===== src/rtl/sprite_dma.sv =====
// Sprite DMA: on a CPU write to $4014, halts the CPU and copies page {page,$00..$FF} to $2004.
// Flow: one HALT cycle, an optional ALIGN cycle when parity is odd, then 256 READ/WRITE pairs.
module sprite_dma (
    input  logic        clock,
    input  logic        reset,
    input  logic [15:0] cpu_addr,
    input  logic        cpu_rw,
    input  logic [7:0]  cpu_wdata,
    input  logic [7:0]  mem_rdata,
    output logic        halt,
    output logic        dma_active,
    output logic [15:0] dma_addr,
    output logic        dma_rw,
    output logic [7:0]  dma_wdata
);

    typedef enum logic [2:0] {
        S_IDLE,
        S_HALT,
        S_ALIGN,
        S_READ,
        S_WRITE
    } state_t;

    localparam logic [15:0] TRIG_ADDR = 16'h4014;
    localparam logic [15:0] OAM_ADDR  = 16'h2004;

    state_t     state_q, state_d;
    logic [7:0] page_q,  page_d;
    logic [7:0] index_q, index_d;
    logic [7:0] byte_q,  byte_d;
    logic       parity_q, parity_d;

    always_ff @(posedge clock or posedge reset) begin
        if (reset) begin
            state_q  <= S_IDLE;
            page_q   <= 8'h00;
            index_q  <= 8'h00;
            byte_q   <= 8'h00;
            parity_q <= 1'b0;
        end else begin
            state_q  <= state_d;
            page_q   <= page_d;
            index_q  <= index_d;
            byte_q   <= byte_d;
            parity_q <= parity_d;
        end
    end

    always_comb begin
        state_d  = state_q;
        page_d   = page_q;
        index_d  = index_q;
        byte_d   = byte_q;
        parity_d = ~parity_q;

        case (state_q)
            S_IDLE: begin
                if (!cpu_rw && cpu_addr == TRIG_ADDR) begin
                    page_d  = cpu_wdata;
                    index_d = 8'h00;
                    state_d = S_HALT;
                end
            end
            // Odd parity at the end of HALT needs one extra cycle to land READ on the right phase.
            S_HALT:  state_d = parity_q ? S_ALIGN : S_READ;
            S_ALIGN: state_d = S_READ;
            S_READ: begin
                byte_d  = mem_rdata;
                state_d = S_WRITE;
            end
            S_WRITE: begin
                index_d = index_q + 8'h01;
                state_d = (index_q == 8'hFF) ? S_IDLE : S_READ;
            end
            default: state_d = S_IDLE;
        endcase
    end

    always_comb begin
        halt       = (state_q != S_IDLE);
        dma_active = (state_q != S_IDLE);
        dma_addr   = 16'h0000;
        dma_rw     = 1'b1;
        dma_wdata  = 8'h00;

        case (state_q)
            // Dummy read of whatever the stalled CPU presents; never a write.
            S_HALT, S_ALIGN: dma_addr = cpu_addr;
            S_READ:          dma_addr = {page_q, index_q};
            S_WRITE: begin
                dma_addr  = OAM_ADDR;
                dma_rw    = 1'b0;
                dma_wdata = byte_q;
            end
            default: ;
        endcase
    end

endmodule


===== config.mk =====
export PLATFORM = sky130hd
export DESIGN_NAME = sprite_dma
export DESIGN_NICKNAME = d
export VERILOG_FILES = /design/src/rtl/sprite_dma.sv
export SDC_FILE = /design/constraint.sdc
export NUM_CORES = 1
export LEC_CHECK = 0
export CAP_MARGIN = 15
export CELL_PAD_IN_SITES_DETAIL_PLACEMENT = 0
export CELL_PAD_IN_SITES_GLOBAL_PLACEMENT = 1
export CORE_ASPECT_RATIO = 0.5
export CORE_MARGIN = 1
export CORE_UTILIZATION = 29
export CTS_CLUSTER_DIAMETER = 150
export DETAILED_ROUTE_END_ITERATION = 6
export PLACE_DENSITY = 0.8
export SYNTH_ARGS = -nofsm -noshare
export SYNTH_HDL_FRONTEND = slang
export SYNTH_SLANG_ARGS = --single-unit

===== constraint.sdc =====
create_clock -name clock -period 1.9 [get_ports clock]
set_input_delay 0.38 -clock clock [delete_from_list [all_inputs] [get_ports clock]]
set_output_delay 0.38 -clock clock [all_outputs]
set_load 0.005 [all_outputs]

==> results of run 1 <==
[cells by family after synthesis]
group | after synthesis | synth area share
adder cells (fa/ha/maj) | 1 | 0.00831
XOR/XNOR | 2 | 0.0116
buffers and inverters | 10 | 0.0299
AO/OA/AOI/OAI | 29 | 0.140
multiplexers | 18 | 0.135
flip-flops | 28 | 0.466
AND/OR/NAND/NOR | 52 | 0.210
[flip-flops by register name (all words and copies together), names as in the netlist]
| signal | count |
|---|---|
| state_q | 3 |
| byte_q | 8 |
| page_q | 8 |
| index_q | 8 |
| parity_q | 1 |
[stage by stage]
stage	setup slack [ns]	total power, W	utilization	instance area (um^2)
floorplan	0.0601	0.00150	-	1510
global placement	-0.406	0.00226	0.480	2380
detailed placement	-0.465	0.00231	0.480	2380
CTS	-0.163	0.00314	0.544	2700
global route	-0.260	0.00343	0.560	2780
finish	-0.167	0.00324	0.560	2780
[cell usage in the layout (no fill, tap or decap), types with 3 or more instances in the layout]
| cell | instances |
|---|---|
| and2_4 | 6 |
| nand2b_1 | 3 |
| and2_1 | 3 |
| dfrtp_1 | 25 |
| nor2_1 | 4 |
| dlymetal6s2s_1 | 4 |
| a22o_1 | 14 |
| clkdlybuf4s50_1 | 25 |
| dfrtp_2 | 3 |
| mux2_2 | 18 |
| nor2b_1 | 3 |
| nand2_1 | 11 |
| buf_4 | 35 |
| buf_2 | 17 |
| nand4_1 | 3 |
| buf_6 | 26 |
| clkbuf_8 | 3 |
| nand3_1 | 3 |
| o21ai_0 | 6 |
| dlygate4sd2_1 | 6 |
[worst max-delay path by stage]
stage | cells after the start | slack [ns] | endpoint
6_report | 8 | -0.17 | dma_addr[15]
5_1_grt | 5 | -0.26 | dma_addr[2]
4_1_cts | 7 | -0.16 | dma_wdata[1]
3_5_place_dp | 6 | -0.47 | page_q[5]
3_3_place_gp | 7 | -0.41 | index_q[2]
2_1_floorplan | 5 | 0.06 | dma_addr[0]
[cell type report]
class	count	area share
clock buffer	3	0.0149
clock inverter	1	0.0108
inverter	3	0.00586
multi-input combinational	102	0.316
sequential	28	0.254
tap	70	0.0316
timing repair buffer	116	0.367
[per-layer routing]
metal	GRT usage	vias up	routed length, um
li1	-	740	-
met1	0.238	763	2280
met2	0.331	34	2520
met3	0.0357	8	164
met4	0.0381	0	61
met5	0	-	0
[report_power, final]
part	switching, W	internal [W]	total (W)
combinational	0.000759	0.00114	0.00190
sequential	0.000118	0.000747	0.000865
clock	0.000189	0.000282	0.000472
total	0.00107	0.00217	0.00324
[repair_timing]
item                                    in CTS  in global routing
gates cloned                                 1                  0
pin swaps                                   14                 17
endpoints found under the hold margin        0                  0
buffers inserted                            22                  6
gates resized for setup                    134                 34
endpoints found under the setup margin      42                 42
==> metrics.yaml, run 1 <==
status: "complete, but fails checks"
violations: "negative setup slack"
crit_path_start_kind: "flip-flop"
clock-root-buffer: "clkbuf_8"
crit_buf_inv: 5
synth_warnings: 0
synth.yosys.seq_area_share: 0.466
hold_end: "parity_q"
start_util: 0.304
finalClockSkew_ns: 0.00244
dp_hpwl_um: 3530
vias: 1545
synth_edf_count: 0
drive_gt1_frac: 0.502
clock_sinks: 28
core_area_um2: 4950
hold_ws_ns: 0.433
crit_slowest_cell: "dfrtp_2"
synth.top_cell.area_share: 0.466
syn_avg_cell_area_um2: 10.8
worstHoldStart: "parity_q"
yosys_most_used_dff: "dfrtp_1"
hold_viol_final: 0
rows: 18
synth_cells: 140
synth.most_common_cell: "dfrtp_1"
vdd_drop_max_v: 0.000479
nets: 290
die_h_um: 52.9
antenna_found_initial: 0
ctsHtreeMaxLevel: 1
drc: 0
first_global_vias: 1517
max_freq_ghz: 0.484
rsz0062_at_grt: "true"
cts_tree: "done"
arrival_ns: 1.69
powerDensity_nw_per_um2: 1170
crit_start: "state_q[1]"
setup_ws_ns: -0.167
cp_data_required_time_ns: 1.52
critPathKind: "reg2out"
crit_path_end_kind: "output pin"
critPathMaxFanout: 5
clk_latency_ns: 0.28
p_leak_nw: 1.35
synth_common_cells: "dfrtp_1, mux2_2, a22o_1"
slew_headroom: 0.748
worstMarginPinSlew_ns: 0.378
dieArea_um2: 5500
finalMaxSlewViolations: 0
maxCapViolCount: 0
worstPathCellList: "buf_4 > buf_6 > nand2b_4 > a21oi_4 > buf_6 > buf_6 > a22o_1 > buf_2"
synth_async_sr_flop_share: 1.00
yosysTopAreaCell: "dfrtp_1"
place_congestion: 0.793
grt.total_usage: 0.185
dp.cells: 292
grt-ovfl-total: 0
syn_nets: 176
path_clk_slew_ns: 0.09
r2r_slack_ns: 0.02
finalSetupViolCount: 22
synth-seq-cells: 28
fill_cells: 416
synth_area_um2: 1510
totalWireLength_um: 5020
detail_route.wl_per_cell_um: 15.5
r2r_cells: 10
vias_per_cell: 4.78
period_minus_slack_ns: 2.07
fp.dieW_um: 104
drtIter0Drc: 42
pin_count: 62
synthTopCellsByArea: "dfrtp_1, mux2_2, a22o_1"
grt_pass1_wl_um: 7800
cts_inserted_buffers: 3
grt_start_max_net_pins: 29
cp_slowest_stage_delay_ns: 0.45
period_share: 1.09
seq_area_um2: 704
cts_hold_buf: 0
cts_buffer_depth: 2
whs_path_depth: 1
r2r-start: "state_q[1]"
synth.distinct_cells: 32
multi_input_area_um2: 877
min_path_type: "reg2reg"
fin_tns_setup_ns: -2.18
antenna_cells: 0
stdcell_count: 323
syn_to_final_growth_pct: 84.4
antenna_left: 0
dr.pass1.iters: 4
port_buffers: 61
rr_endpoint: "index_q[4]"
critPathTopFamily: "buffers and inverters"
crit_top_cell: "buf_6"
(Power assumes the default switching activity.)
==> run 2: changes to the inputs <==
==> constraint.sdc (replaced) <==
create_clock -name clock -period 1.9 [get_ports clock]
set_input_delay 0.38 -clock clock [delete_from_list [all_inputs] [get_ports clock]]
set_output_delay 0.38 -clock clock [all_outputs]
set_load 0.02 [all_outputs]
==> metrics.yaml, run 2 (synthesized netlist as in run 1, its figures left out) <==
violations: "negative setup slack"
r2r_slack_ns: 0.07
final_core_util: 0.545
drtIter0Drc: 38
reg_top3: "byte_q: 8 flops, index_q: 8 flops, page_q: 8 flops"
fp.dieW_um: 104
critPathKind: "reg2out"
crit_path_start_kind: "flip-flop"
start_util: 0.304
min_path_type: "reg2reg"
nets: 269
r2r_cells: 6
max_freq_ghz: 0.518
worstHoldStart: "parity_q"
p_leak_nw: 1.27
clock_sinks: 28
rsz0062_at_grt: "true"
totalWireLength_um: 4320
r2r-start: "state_q[2]"
dp.cells: 291
antenna_found_initial: 0
rr_endpoint: "page_q[7]"
cp_data_required_time_ns: 1.52
finalMaxSlewViolations: 0
critPathMaxFanout: 6
ctsHtreeMaxLevel: 1
stdcell_count: 302
cts_tree: "done"
antenna_cells: 0
period_minus_slack_ns: 1.93
first_global_vias: 1359
port_buffers: 61
cts_buffer_depth: 2
place_congestion: 0.802
die_h_um: 52.9
detail_route.wl_per_cell_um: 14.3
grt_start_max_net_pins: 29
arrival_ns: 1.55
vias_per_cell: 4.74
vdd_drop_max_v: 0.000467
crit_end: "dma_addr[2]"
setup_ws_ns: -0.0309
cts_inserted_buffers: 3
slew_headroom: 0.753
period_share: 1.02
path_clk_slew_ns: 0.10
core_area_um2: 4950
dr.pass1.iters: 3
final_common_cell: "buf_4"
hold_viol_final: 0
final_cell_mix: "buf_4, buf_6, dfrtp_1"
status: "complete, but fails checks"
rows: 18
drive_gt1_frac: 0.487
grt_pass1_wl_um: 6640
dp_hpwl_um: 3210
clock-root-buffer: "clkbuf_8"
grt-ovfl-total: 0
dieArea_um2: 5500
powerDensity_nw_per_um2: 1200
syn_to_final_growth_pct: 79.3
pin_count: 62
vias: 1431
finalSetupViolCount: 4
finalClockSkew_ns: 0.00144
maxCapViolCount: 0
worstMarginPinSlew_ns: 0.371
crit_start: "state_q[0]"
crit_path_end_kind: "output pin"
clk_latency_ns: 0.27
drc: 0
antenna_left: 0
grt.total_usage: 0.153
## run 2: power by group
group / total (W) / switching (W) / internal, W
clock: 0.000471 / 0.000189 / 0.000282
combinational: 0.00189 / 0.000878 / 0.00101
sequential: 0.000877 / 0.000130 / 0.000746
total: 0.00323 / 0.00120 / 0.00204
## run 2: layout make-up
cell class              instances  area, um^2
fillers                       410        2260
repair buffers                 95         908
inverters                       3        13.8
clock inverters                 1        30.0
multi-input cells             102         915
flip-flops and latches         28         703
well taps                      70        87.6
clock buffers                   3        41.3
## run 2: repair_timing
item                       4_1_cts  5_1_grt
pin swaps                        7       13
setup endpoints to repair       38       40
gates resized for setup        148       68
hold buffers                     0        0
buffers inserted                 2        6
## run 2: stage by stage
step | area, um^2 | total power [W] | setup TNS (ns) | setup slack [ns] | hold WS (ns)
floorplan | 1510 | 0.00175 | 0 | 0.0457 | 0.389
global placement | 2390 | 0.00248 | -9.51 | -0.415 | 0.411
detailed placement | 2390 | 0.00250 | -9.55 | -0.430 | 0.430
CTS | 2440 | 0.00292 | -0.0873 | -0.0351 | 0.444
global route | 2700 | 0.00340 | -0.919 | -0.0969 | 0.458
finish | 2700 | 0.00323 | -0.0558 | -0.0309 | 0.432
## run 2: worst min-delay path by stage
| stage | to | slack, ns | depth (start not counted) |
|---|---|---|---|
| floorplan | parity_q | 0.39 | 1 |
| global placement | parity_q | 0.41 | 1 |
| detailed placement | parity_q | 0.43 | 1 |
| CTS | parity_q | 0.44 | 1 |
| global route | parity_q | 0.46 | 1 |
| finish | parity_q | 0.43 | 1 |
## run 2: critical path, stage by stage (launching register included)
cell and delay (ns):
dfrtp_2 0.46, buf_6 0.14, mux2_2 0.33, a22oi_2 0.12, o21ai_1 0.07, buf_2 0.16
## run 2: layer usage
metal	global-route usage	wire length, um	up-vias
li1	-	-	693
met1	0.209	2090	721
met2	0.258	2110	13
met3	0.0283	82	4
met4	0.0262	34	0
met5	0	0	-
==> RTL edit (config.mk and constraints of run 2) <==
Add an input register stage for `cpu_addr`, `cpu_rw`, `cpu_wdata` and `mem_rdata`, with the module's reset; this delays them by one clock.
--- a/src/rtl/sprite_dma.sv
+++ b/src/rtl/sprite_dma.sv
@@ -26,2 +26,21 @@
     localparam logic [15:0] OAM_ADDR  = 16'h2004;
+
+    logic [15:0] cpu_addr_q;
+    logic cpu_rw_q;
+    logic [7:0] cpu_wdata_q;
+    logic [7:0] mem_rdata_q;
+
+    always_ff @(posedge clock or posedge reset) begin
+        if (reset) begin
+            cpu_addr_q  <= '0;
+            cpu_rw_q    <= '0;
+            cpu_wdata_q <= '0;
+            mem_rdata_q <= '0;
+        end else begin
+            cpu_addr_q  <= cpu_addr;
+            cpu_rw_q    <= cpu_rw;
+            cpu_wdata_q <= cpu_wdata;
+            mem_rdata_q <= mem_rdata;
+        end
+    end
 
@@ -58,4 +77,4 @@
             S_IDLE: begin
-                if (!cpu_rw && cpu_addr == TRIG_ADDR) begin
-                    page_d  = cpu_wdata;
+                if (!cpu_rw_q && cpu_addr_q == TRIG_ADDR) begin
+                    page_d  = cpu_wdata_q;
                     index_d = 8'h00;
@@ -68,3 +87,3 @@
             S_READ: begin
-                byte_d  = mem_rdata;
+                byte_d  = mem_rdata_q;
                 state_d = S_WRITE;
@@ -88,3 +107,3 @@
             // Dummy read of whatever the stalled CPU presents; never a write.
-            S_HALT, S_ALIGN: dma_addr = cpu_addr;
+            S_HALT, S_ALIGN: dma_addr = cpu_addr_q;
             S_READ:          dma_addr = {page_q, index_q};
Check against the original RTL: not equivalent (Yosys sat finds a counterexample within 4 cycles, from zero or initial values and one cycle with reset high).
==> RTL edit against run 2 <==
Worst setup slack worse by 0.050 ns; sequential cell count up 33; largest cell class is now sequential cells; critical endpoint is now dma_addr[3]; core utilization down 5.5 points; the run still ends with setup timing left; final area up 38%; synthesized area up 58%; wire length up 28%; via count up 18%; total power up 62%.
==> RTL edit: results (changes against run 2) <==
=======================================================================================
Result of the run                                                          complete, but fails checks   unchanged
Violated checks                                                            setup timing   unchanged
Number of resized instances in the post-cts repair step                             150   was 148
Met2 global-route usage                                                          0.2266   was 0.2578
Clock network fraction of total power                                             0.333   was 0.146
Final estimated routing congestion in global placement                           0.8282   was 0.8016
Max stage delay cell, worst path                                           sky130_fd_sc_hd__dfrtp_1   was sky130_fd_sc_hd__dfrtp_2
Largest fanout of any net on the critical path                                        7   was 6
Mapped Nets                                                                         210   was 176
Adder and majority gate portion of the synthesized area                        0.005271   was 0.008313
Met3 wire length                                                                 177 um   was 82 um
Setup slack after placement                                                  -0.1786 ns   was -0.4300 ns
Leakage                                                                        1.673 nW   was 1.269 nW
Clock latency on the worst-skew pair                                            0.32 ns   was 0.27 ns
Cells taking the most area after synthesis                                 sky130_fd_sc_hd__dfrtp_1 64%, sky130_fd_sc_hd__mux2_2 7.6%, sky130_fd_sc_hd__a22o_1 5.2%   was sky130_fd_sc_hd__dfrtp_1 47%, sky130_fd_sc_hd__mux2_2 13%, sky130_fd_sc_hd__a22o_1 8.1%
Post-synthesis compound-gate area fraction                                      0.09120   was 0.1397
Clk tree area frac                                                              0.08780   was 0.02643
First-pass GRT wire length                                                     8.818 mm   was 6.637 mm
Fraction of power consumed by sequential logic                                    0.307   was 0.271
Global-route track usage on met1                                                 0.1812   was 0.2090
Nets                                                                                299   was 269
Met1 WL                                                                        2.499 mm   was 2.090 mm
Sequential-to-total area share from yosys stat                                   0.6431   was 0.4655
Clock slew seen by the registers of the worst setup and hold paths              0.05 ns   was 0.10 ns
Multi-input combinational area share                                             0.2269   was 0.3389
Non-clk buf share                                                                0.2373   was 0.3366
Seq area share                                                                   0.4088   was 0.2605
Met2 Wirelength                                                                2.806 mm   was 2.110 mm
Multiplexer share of the synthesized area                                       0.08856   was 0.1347
Clk_skew                                                                    0.006220 ns   was 0.001436 ns
Number of violations reported at the end of detailed-routing iteration 0            124   was 38
Initial DRT Pass Iterations                                                           4   was 3
Switching power of the nets                                                    1.537 mW   was 1.197 mW
Slack of the critical path                                                  -0.08086 ns   was -0.03090 ns
Final Setup Violations                                                               24   was 4
=======================================================================================
==> RTL edit: changes by cell type after synthesis, moves of 3 or more <==
cell / delta
sky130_fd_sc_hd__o211ai_1: +3
sky130_fd_sc_hd__nand2b_1: -3
sky130_fd_sc_hd__dfrtp_1: +33
sky130_fd_sc_hd__o21ai_0: -5
sky130_fd_sc_hd__or3_1: +3
==> RTL edit: worst register-to-register path, stage by stage, from the launching register on <==
cell and delay [ns]:
sky130_fd_sc_hd__dfrtp_1 0.39, sky130_fd_sc_hd__buf_6 0.15, sky130_fd_sc_hd__buf_6 0.12, sky130_fd_sc_hd__nor4_4 0.26, sky130_fd_sc_hd__nand2_2 0.12, sky130_fd_sc_hd__nor3_4 0.28, sky130_fd_sc_hd__buf_12 0.18, sky130_fd_sc_hd__mux2_4 0.30
==> RTL edit: through the flow <==
stage / utilization / power (mW) / hold WS [ns]
after floorplan: - / 2.523 / 0.3827
after global placement: 0.4260 / 3.284 / 0.3951
after detailed placement: 0.4260 / 3.314 / 0.4074
after CTS: 0.4690 / 5.088 / 0.4393
after global routing: 0.4897 / 5.481 / 0.4412
final: 0.4897 / 5.252 / 0.4431
==> RTL edit: worst paths after layout <==
| check | from | to | slack, ns | cells past startpoint |
|---|---|---|---|---|
| max reg2reg | state_q[0]$_DFFE_PP0P_ | page_q[4]$_DFFE_PP0P_ | -0.02 | 7 |
| min | parity_q$_DFF_PP0_ | parity_q$_DFF_PP0_ | 0.44 | 1 |
| min in group asynchronous | reset | mem_rdata_q[7]$_DFF_PP0_ | 0.45 | 3 |
| max in group asynchronous | reset | cpu_wdata_q[6]$_DFF_PP0_ | 1.17 | 3 |
| max | state_q[1]$_DFFE_PP0P_ | dma_addr[3] | -0.08 | 5 |
| min reg2reg | parity_q$_DFF_PP0_ | parity_q$_DFF_PP0_ | 0.44 | 1 |
